<file path="src/rtl/lcu_cmd_queue_if.sv">
// Command handshake between lcu_cmd_queue (producer) and the executor (consumer).
interface lcu_cmd_queue_if #(
    parameter int W    = 23,
    parameter int TAGW = 8
);
    logic            cmd_valid;
    logic            cmd_ready;
    logic [W-1:0]    cmd_data;
    logic [TAGW-1:0] cmd_tag;

    modport master (
        output cmd_valid,
        output cmd_data,
        output cmd_tag,
        input  cmd_ready
    );

    modport slave (
        input  cmd_valid,
        input  cmd_data,
        input  cmd_tag,
        output cmd_ready
    );
endinterface

</file>
<file path="src/rtl/lcu_cmd_queue.sv">
// Queues each new non-zero lcu control word with a sequence tag; show-ahead
// valid/ready drain, sticky overflow and saturating drop statistics.
module lcu_cmd_queue #(
    parameter int DEPTH = 8,
    parameter int W     = 23,
    parameter int TAGW  = 8
) (
    input  logic                   clk,
    input  logic                   rst,
    input  logic                   clr,
    input  logic [W-1:0]           y_vec,
    lcu_cmd_queue_if.master        cmd,
    output logic [$clog2(DEPTH):0] level,
    output logic                   overflow,
    output logic [7:0]             drop_count
);
    localparam int AW = $clog2(DEPTH);
    localparam int LW = AW + 1;
    localparam logic [LW-1:0] FULL_LVL = LW'(DEPTH);

    logic [W-1:0]      prev;
    logic [AW-1:0]     wr_ptr;
    logic [AW-1:0]     rd_ptr;
    logic [TAGW-1:0]   tag_ctr;
    logic [TAGW+W-1:0] mem [DEPTH];
    logic [TAGW+W-1:0] head;

    logic          push_req;
    logic          full;
    logic          empty;
    logic          pop;
    logic          push_ok;
    logic          drop;
    logic [LW-1:0] level_nxt;

    always_comb begin
        push_req = (y_vec != '0) && (y_vec != prev);
        full     = (level == FULL_LVL);
        empty    = (level == '0);
        pop      = !empty && cmd.cmd_ready;
        // A full queue still accepts when the head leaves on the same edge.
        push_ok  = push_req && (!full || pop);
        drop     = push_req && full && !pop;
        case ({push_ok, pop})
            2'b10:   level_nxt = level + 1'b1;
            2'b01:   level_nxt = level - 1'b1;
            default: level_nxt = level;
        endcase
    end

    always_ff @(posedge clk or negedge rst) begin
        if (!rst) begin
            prev       <= '0;
            wr_ptr     <= '0;
            rd_ptr     <= '0;
            tag_ctr    <= '0;
            level      <= '0;
            overflow   <= 1'b0;
            drop_count <= '0;
        end else if (clr) begin
            prev       <= '0;
            wr_ptr     <= '0;
            rd_ptr     <= '0;
            tag_ctr    <= '0;
            level      <= '0;
            overflow   <= 1'b0;
            drop_count <= '0;
        end else begin
            prev  <= y_vec;
            level <= level_nxt;
            if (push_ok) begin
                wr_ptr  <= wr_ptr + 1'b1;
                tag_ctr <= tag_ctr + 1'b1;
            end
            if (pop) begin
                rd_ptr <= rd_ptr + 1'b1;
            end
            if (drop) begin
                overflow <= 1'b1;
                if (drop_count != '1) begin
                    drop_count <= drop_count + 1'b1;
                end
            end
        end
    end

    // Storage carries no reset; entries are only visible while level is non-zero.
    always_ff @(posedge clk) begin
        if (rst && !clr && push_ok) begin
            mem[wr_ptr] <= {tag_ctr, y_vec};
        end
    end

    always_comb begin
        head          = mem[rd_ptr];
        cmd.cmd_valid = !empty;
        cmd.cmd_data  = empty ? '0 : head[W-1:0];
        cmd.cmd_tag   = empty ? '0 : head[TAGW+W-1:W];
    end
endmodule
</file>
<file path="src/flat_wrapper.sv">
// flat-port wrapper written by rule: the top's interface ports become plain ports
module lcu_cmd_queue_flat 
#(
    parameter int DEPTH = 8,
    parameter int W     = 23,
    parameter int TAGW  = 8
)
  (clk, rst, clr, y_vec, level, overflow, drop_count, cmd_cmd_valid, cmd_cmd_data, cmd_cmd_tag, cmd_cmd_ready);
  lcu_cmd_queue_if #(.W(W), .TAGW(TAGW)) cmd_i ();
  input  logic clk;
  input  logic rst;
  input  logic clr;
  input  logic [W-1:0] y_vec;
  output logic [$clog2(DEPTH):0] level;
  output logic overflow;
  output logic [7:0] drop_count;
  output wire logic [$bits(cmd_i.cmd_valid)-1:0] cmd_cmd_valid;
  output wire logic [$bits(cmd_i.cmd_data)-1:0] cmd_cmd_data;
  output wire logic [$bits(cmd_i.cmd_tag)-1:0] cmd_cmd_tag;
  input wire logic [$bits(cmd_i.cmd_ready)-1:0] cmd_cmd_ready;
  assign cmd_cmd_valid = cmd_i.cmd_valid;
  assign cmd_cmd_data = cmd_i.cmd_data;
  assign cmd_cmd_tag = cmd_i.cmd_tag;
  assign cmd_i.cmd_ready = cmd_cmd_ready;
  lcu_cmd_queue #(.DEPTH(DEPTH), .W(W), .TAGW(TAGW)) u_core (.clk(clk), .rst(rst), .clr(clr), .y_vec(y_vec), .cmd(cmd_i), .level(level), .overflow(overflow), .drop_count(drop_count));
endmodule
</file>
<file path="config.mk">
export PLATFORM = sky130hd
export DESIGN_NAME = lcu_cmd_queue_flat
export DESIGN_NICKNAME = d
export VERILOG_FILES = /design/src/rtl/lcu_cmd_queue_if.sv /design/src/rtl/lcu_cmd_queue.sv /design/src/flat_wrapper.sv
export SDC_FILE = /design/constraint.sdc
export NUM_CORES = 1
export LEC_CHECK = 0
export CAP_MARGIN = 10
export CORE_MARGIN = 10
export CORE_UTILIZATION = 40
export DETAILED_ROUTE_END_ITERATION = 8
export PLACE_DENSITY = 0.66
export SLEW_MARGIN = 25
export SYNTH_ARGS = -nofsm -noshare
export SYNTH_HDL_FRONTEND = slang
export SYNTH_SLANG_ARGS = --single-unit
</file>
<file path="constraint.sdc">
create_clock -name clk -period 4.8 [get_ports clk]
set_clock_uncertainty 0.2 [all_clocks]
set_input_delay 0.96 -clock clk [delete_from_list [all_inputs] [get_ports clk]]
set_output_delay 0.96 -clock clk [all_outputs]
set_load 0.005 [all_outputs]
</file>
# Yosys cells after proc, flatten, opt, wreduce, memory -nomap -nowiden
# Memory sizes are Yosys's and may differ from the RTL's.
# Index checks and enable logic that the tools add are counted.
# totals
elab_cells	57
reg_bits	50
memories	1
mem_bits_rw	248
output_inout_bits	45
# memory_table
name	words	width	read_ports	rd_ports_with_merged_regs	wr	line	source
u_core.mem	8	31	1	0	1	lcu_cmd_queue.sv:25	logic [TAGW+W-1:0] mem [DEPTH];
# op_classes
n_reduce_logical	20
addsub	6
n_mux	18
n_eq_ne	5
# op_table
op	n
$mux 8	6
$mux 23	2
$ne 23x23->1	1
$reduce_bool 23->1	1
$add 8x1->8 const B	2
$mux 3	4
$ne 8x8->1 const B	1
$pmux 4 s2	1
$reduce_bool 2->1	4
$logic_and 1x1->1	7
$add 3x1->3 const B	2
$add 4x1->4 const B	1
$eq 4x4->1 const B	1
$logic_not 1->1	4
$logic_not 4->1	1
$mux 1	4
$mux 4	1
$sub 4x1->4 const B	1
$reduce_bool 3->1	1
$eq 2x1->1 const B	1
$eq 2x2->1 const B	1
$reduce_and 2->1	1
$logic_or 1x1->1	1

# Depth between registers and ports, before layout
# logic_depth
depth_word	8
depth_mapped	12
ltp_nobuf	12

# Worst setup path before layout
# No wires, ideal clock.
# synth_timing
kind	in2reg
from	input y_vec[5]
to	memory u_core.mem[6][0] (netlist name) (enable)
setup_time_ns	0.458
path_buffers	0
arrival_ns	4.011
path_stages	5
slack_ns	0.131
required_time_ns	4.142
path_cell_list	xor2_1 > nor4_4 > a21oi_2 > nand2_1 > nor3_1
# synth_between
elab_chain_len	6
elab_cells_between_ends	7
classes_between	eq/ne (1); mux (2); reduce/logical (4)
# synth_lines
item	line	source
start, declared	flat_wrapper.sv:13	input logic [W-1:0] y_vec;
$ne 23x23->1 or $reduce_bool 23->1 (tied branches)	lcu_cmd_queue.sv:37	push_req = (y_vec != '0) && (y_vec != prev);
$logic_and 1x1->1 *	lcu_cmd_queue.sv:37	
$logic_and 1x1->1 *	lcu_cmd_queue.sv:42	push_ok = push_req && (!full || pop);
$logic_and 1x1->1 *	lcu_cmd_queue.sv:89	if (rst && !clr && push_ok) begin
$mux 1 *	lcu_cmd_queue.sv:89	
$mux 1 (implied by the code) *	lcu_cmd_queue.sv:90	mem[wr_ptr] <= {tag_ctr, y_vec};
end, declared	lcu_cmd_queue.sv:25	
# Every way passes the cells marked *; elsewhere a longest branch is shown, timed or not.

# Worst setup path in the final report
# layout_timing
from	register u_core.rd_ptr[0]
to	output cmd_cmd_data[22]
# layout_between
elab_chain_len	2
# layout_lines
item	line	source
start, declared	lcu_cmd_queue.sv:23	logic [AW-1:0] rd_ptr;
start signal, assigned	lcu_cmd_queue.sv:76	rd_ptr <= rd_ptr + 1'b1;
$mem_v2 8x31	n/a	
$mux 23	lcu_cmd_queue.sv:97	cmd.cmd_data = empty ? '0 : head[W-1:0];
end, declared	flat_wrapper.sv:18	output wire logic [$bits(cmd_i.cmd_data)-1:0] cmd_cmd_data;
# Every way passes these cells.

==> summary.md <==
* 3.01 ns — Worst Path Arrival
* 29 — CP Max Fanout
* 0.723 — portion of the post-synthesis area used by sequential elements
* 0.83 ns — peak per-stage delay on the critical path
* 0 — count of warnings emitted by yosys
* buf_4 > mux4_2 > mux2i_1 > nor2_1 > clkdlybuf4s50_1 — worst-path cell chain
* 682 — post-synthesis net count
* false — RSZ-0062 raised after global routing
* 0.0259 — met3 Usage GRT
* 72 — io pins
* sky130_fd_sc_hd__dfrtp_4 — cell with the biggest individual delay on the critical path
* 0.488 — Layout Utilization
* 16000 um — HPWL after detailed placement
* 21.8 um — average detailed-routed wire length per instance
* 0 — quantity of hold-fixing buffers added after cts
* 0 ns — Total Negative Setup Slacks
* 0 — number of max-cap violations
* 4.83 nW — leakage
* 0 — # resized after CTS
* 0 — grt ovf
* 0 — number of nets with antenna violations after routing
* 0.134 — total global routing track utilization
* sky130_fd_sc_hd__edfxtp_1 — leading cell type in the layout, fill and taps excluded
* sky130_fd_sc_hd__edfxtp_1, sky130_fd_sc_hd__clkdlybuf4s50_1, sky130_fd_sc_hd__mux4_2 — top library cells by usage in the layout, fill and taps aside
* 0.0374 mm2 — die area
* sky130_fd_sc_hd__clkbuf_16 — library cell used as clock root buffer
* met2 — Most Crowded Layer GR
* 30 — number of CTS-inserted buffers
* 0.0120 mm2 — Syn Std Cell Area
* 193 um — chip width
* 3.64 ns — worst endpoint required time
* done — TritonCTS clock tree
* 63 — cell row count
* sky130_fd_sc_hd__edfxtp_1 — Most used DFF post-synth
* 18.6 um2 — per-instance average area after synthesis
* 0.00324 mm2 — area occupied by multi-input gates
* 6130 — Via Count
* 0.182 — met1 track demand over resource in global routing
* 71 — PortBufs
* 0.06 ns — clock slew at reported path FFs
* 0 — total of endpoints with negative setup slack in the final report
* 41 — Netlist cell types
* 298 — #FFs+latches synth
* 0.54 ns — clk_lat worst skew
* 0.168 — fraction of synthesis flops using an asynchronous set or reset pin
* 240 MHz — Fmax
* 0 — Final Hold Vio Count
* 0.00870 mm2 — Storage cell area
* 0.0296 mm2 — total core area
* finished clean — outcome
* 0 — antenna violations before repair
* reg -> out — Worst Setup Path Type
* 0.406 — initial cell density of the core
* 0.746 ns — Worst-Margin Slew
* 427 — drt initial violations
* 39900 um — wire length of the first global-routing pass
* 2520 — count of fill cells added during filler insertion
* 448 mW/mm2 — power density over the cells
* 0.722 — GP Congestion
* 6450 — number of global-route vias before repair
* in -> async — type of the worst min-delay path
* 40 — pin count of the biggest net entering global routing
* 1 — H-tree depth
* 0 — ANT cells
* 0.631 ns — fin worst setup slack
* 5 — detailed-routing iteration count for the pre-antenna-repair pass
* 800 — number of nets in the final layout
* 0.503 — Slew Limit Headroom
* 4.17 ns — final critical delay including setup and external delays
* 0 — total setup buffers inserted after CTS
* 3 — number of buffers on the longest clock path
* 648 — number of cells produced by synthesis
* 0.229 — fraction of layout cells with a size suffix above 1
* 0.868 — final worst path period share
* 0.264 ns — worst slack, placed
* 25700 um — final routed wirelength across all metal layers
* primary output — crit end category
* 248 — number of enable flip-flop cells after synthesis
* 0.265 mV — IR drop worst, VDD
* 298 — TritonCTS sink count
* 0 — Max Transition Viols Final
* 193 um — die height
* register — type of origin of the critical path
* 0.220 — met2 usage in global routing
* 20.3% — signed area change from the synthesized netlist to the final layout
* 0 — post-detailed-route DRC marker count
* 5.19 — Vias/cell
==> cell families (layout without fill, tap and decap cells) <==
| family | after synthesis | count (layout) | share of synthesized area |
|---|---|---|---|
| buffers and inverters | 33 | 175 | 0.0110 |
| adders and majority gates | 7 | 7 | 0.00790 |
| muxes | 105 | 105 | 0.152 |
| AOI/OAI and AO/OA | 27 | 27 | 0.0167 |
| DFF | 298 | 298 | 0.723 |
| and+or+nand+nor | 145 | 145 | 0.0651 |
| xor gates and xnor gates | 33 | 33 | 0.0240 |
==> metrics by stage <==
stage / cells / hold slack, ns / instance area (um2) / total power [mW]
after floorplan: 648 / 0.286 / 12000 / 3.72
after global placement: 1124 / 0.334 / 13500 / 4.34
after global routing: 1180 / 0.105 / 14500 / 6.79
after CTS: 1180 / 0.0964 / 14500 / 6.57
final: 1180 / 0.110 / 14500 / 6.49
after detailed placement: 1124 / 0.316 / 13500 / 4.35
==> where the power goes <==
group          switching, mW  internal [mW]
Clock                  0.930           1.30
Combinational          0.537          0.726
Sequential             0.125           2.87
==> cells in the mapped netlist (4+ instances only) <==
cell type | n | area, um2
sky130_fd_sc_hd__a2111oi_0 | 4 | 35.0
sky130_fd_sc_hd__a21oi_1 | 8 | 40.0
sky130_fd_sc_hd__a31o_2 | 6 | 52.6
sky130_fd_sc_hd__buf_1 | 4 | 15.0
sky130_fd_sc_hd__buf_2 | 7 | 35.0
sky130_fd_sc_hd__clkbuf_1 | 18 | 67.6
sky130_fd_sc_hd__dfrtp_1 | 50 | 1250
sky130_fd_sc_hd__edfxtp_1 | 248 | 7450
sky130_fd_sc_hd__ha_1 | 6 | 75.1
sky130_fd_sc_hd__mux2_2 | 4 | 45.0
sky130_fd_sc_hd__mux2i_1 | 38 | 380
sky130_fd_sc_hd__mux4_2 | 62 | 1400
sky130_fd_sc_hd__nand2_1 | 9 | 33.8
sky130_fd_sc_hd__nand2b_1 | 8 | 50.1
sky130_fd_sc_hd__nand4_1 | 9 | 56.3
sky130_fd_sc_hd__nor2_1 | 57 | 214
sky130_fd_sc_hd__nor2b_1 | 28 | 175
sky130_fd_sc_hd__nor3_1 | 12 | 60.1
sky130_fd_sc_hd__nor4_1 | 5 | 31.3
sky130_fd_sc_hd__xnor2_1 | 29 | 254
sky130_fd_sc_hd__xor2_1 | 4 | 35.0
==> critical path, delay by kind of cell, from the launching register on <==
| kind | cells | cell delay [ns] |
|---|---|---|
| and+or+nand+nor | 1 | 0.08 |
| muxes | 2 | 0.73 |
| DFF | 1 | 0.83 |
| buffers and inverters | 2 | 0.81 |
==> routing by layer <==
| layer | part of all wire | vias up |
|---|---|---|
| met1 | 0.43 | 3179 |
| met4 | 0.0076 | 0 |
| met3 | 0.065 | 20 |
| met5 | 0 | - |
| met2 | 0.49 | 147 |
| li1 | - | 2784 |
==> state kept, by name (all words and copies together) (netlist names) <==
register           count
u_core.prev           23
u_core.tag_ctr         8
u_core.overflow        1
u_core.level           4
u_core.rd_ptr          3
u_core.mem           248
u_core.drop_count      8
u_core.wr_ptr          3
==> layout make-up <==
cell class / count / share of cell area
clock buffers: 46 / 0.0603
multi-input cells: 317 / 0.224
repair buffers: 115 / 0.0738
well taps: 390 / 0.0337
clock inverters: 10 / 0.00553
inverters: 4 / 0.00104
flip-flops and latches: 298 / 0.602
==> path summary, 6_finish.rpt <==
kind / cells past startpoint / endpoint / slack, ns / start
setup / recovery: 5 / cmd_cmd_data[22] / 0.63 / u_core.rd_ptr[0]
hold / removal: 1 / u_core.tag_ctr[1] / 0.11 / rst
setup reg to reg: 11 / u_core.level[3] / 1.69 / u_core.level[1]
hold reg to reg: 2 / u_core.overflow / 0.35 / u_core.overflow
max in group asynchronous: 2 / u_core.prev[11] / 3.65 / rst
min in group clk: 2 / u_core.overflow / 0.35 / u_core.overflow
Power figures use the tool's default switching activity.
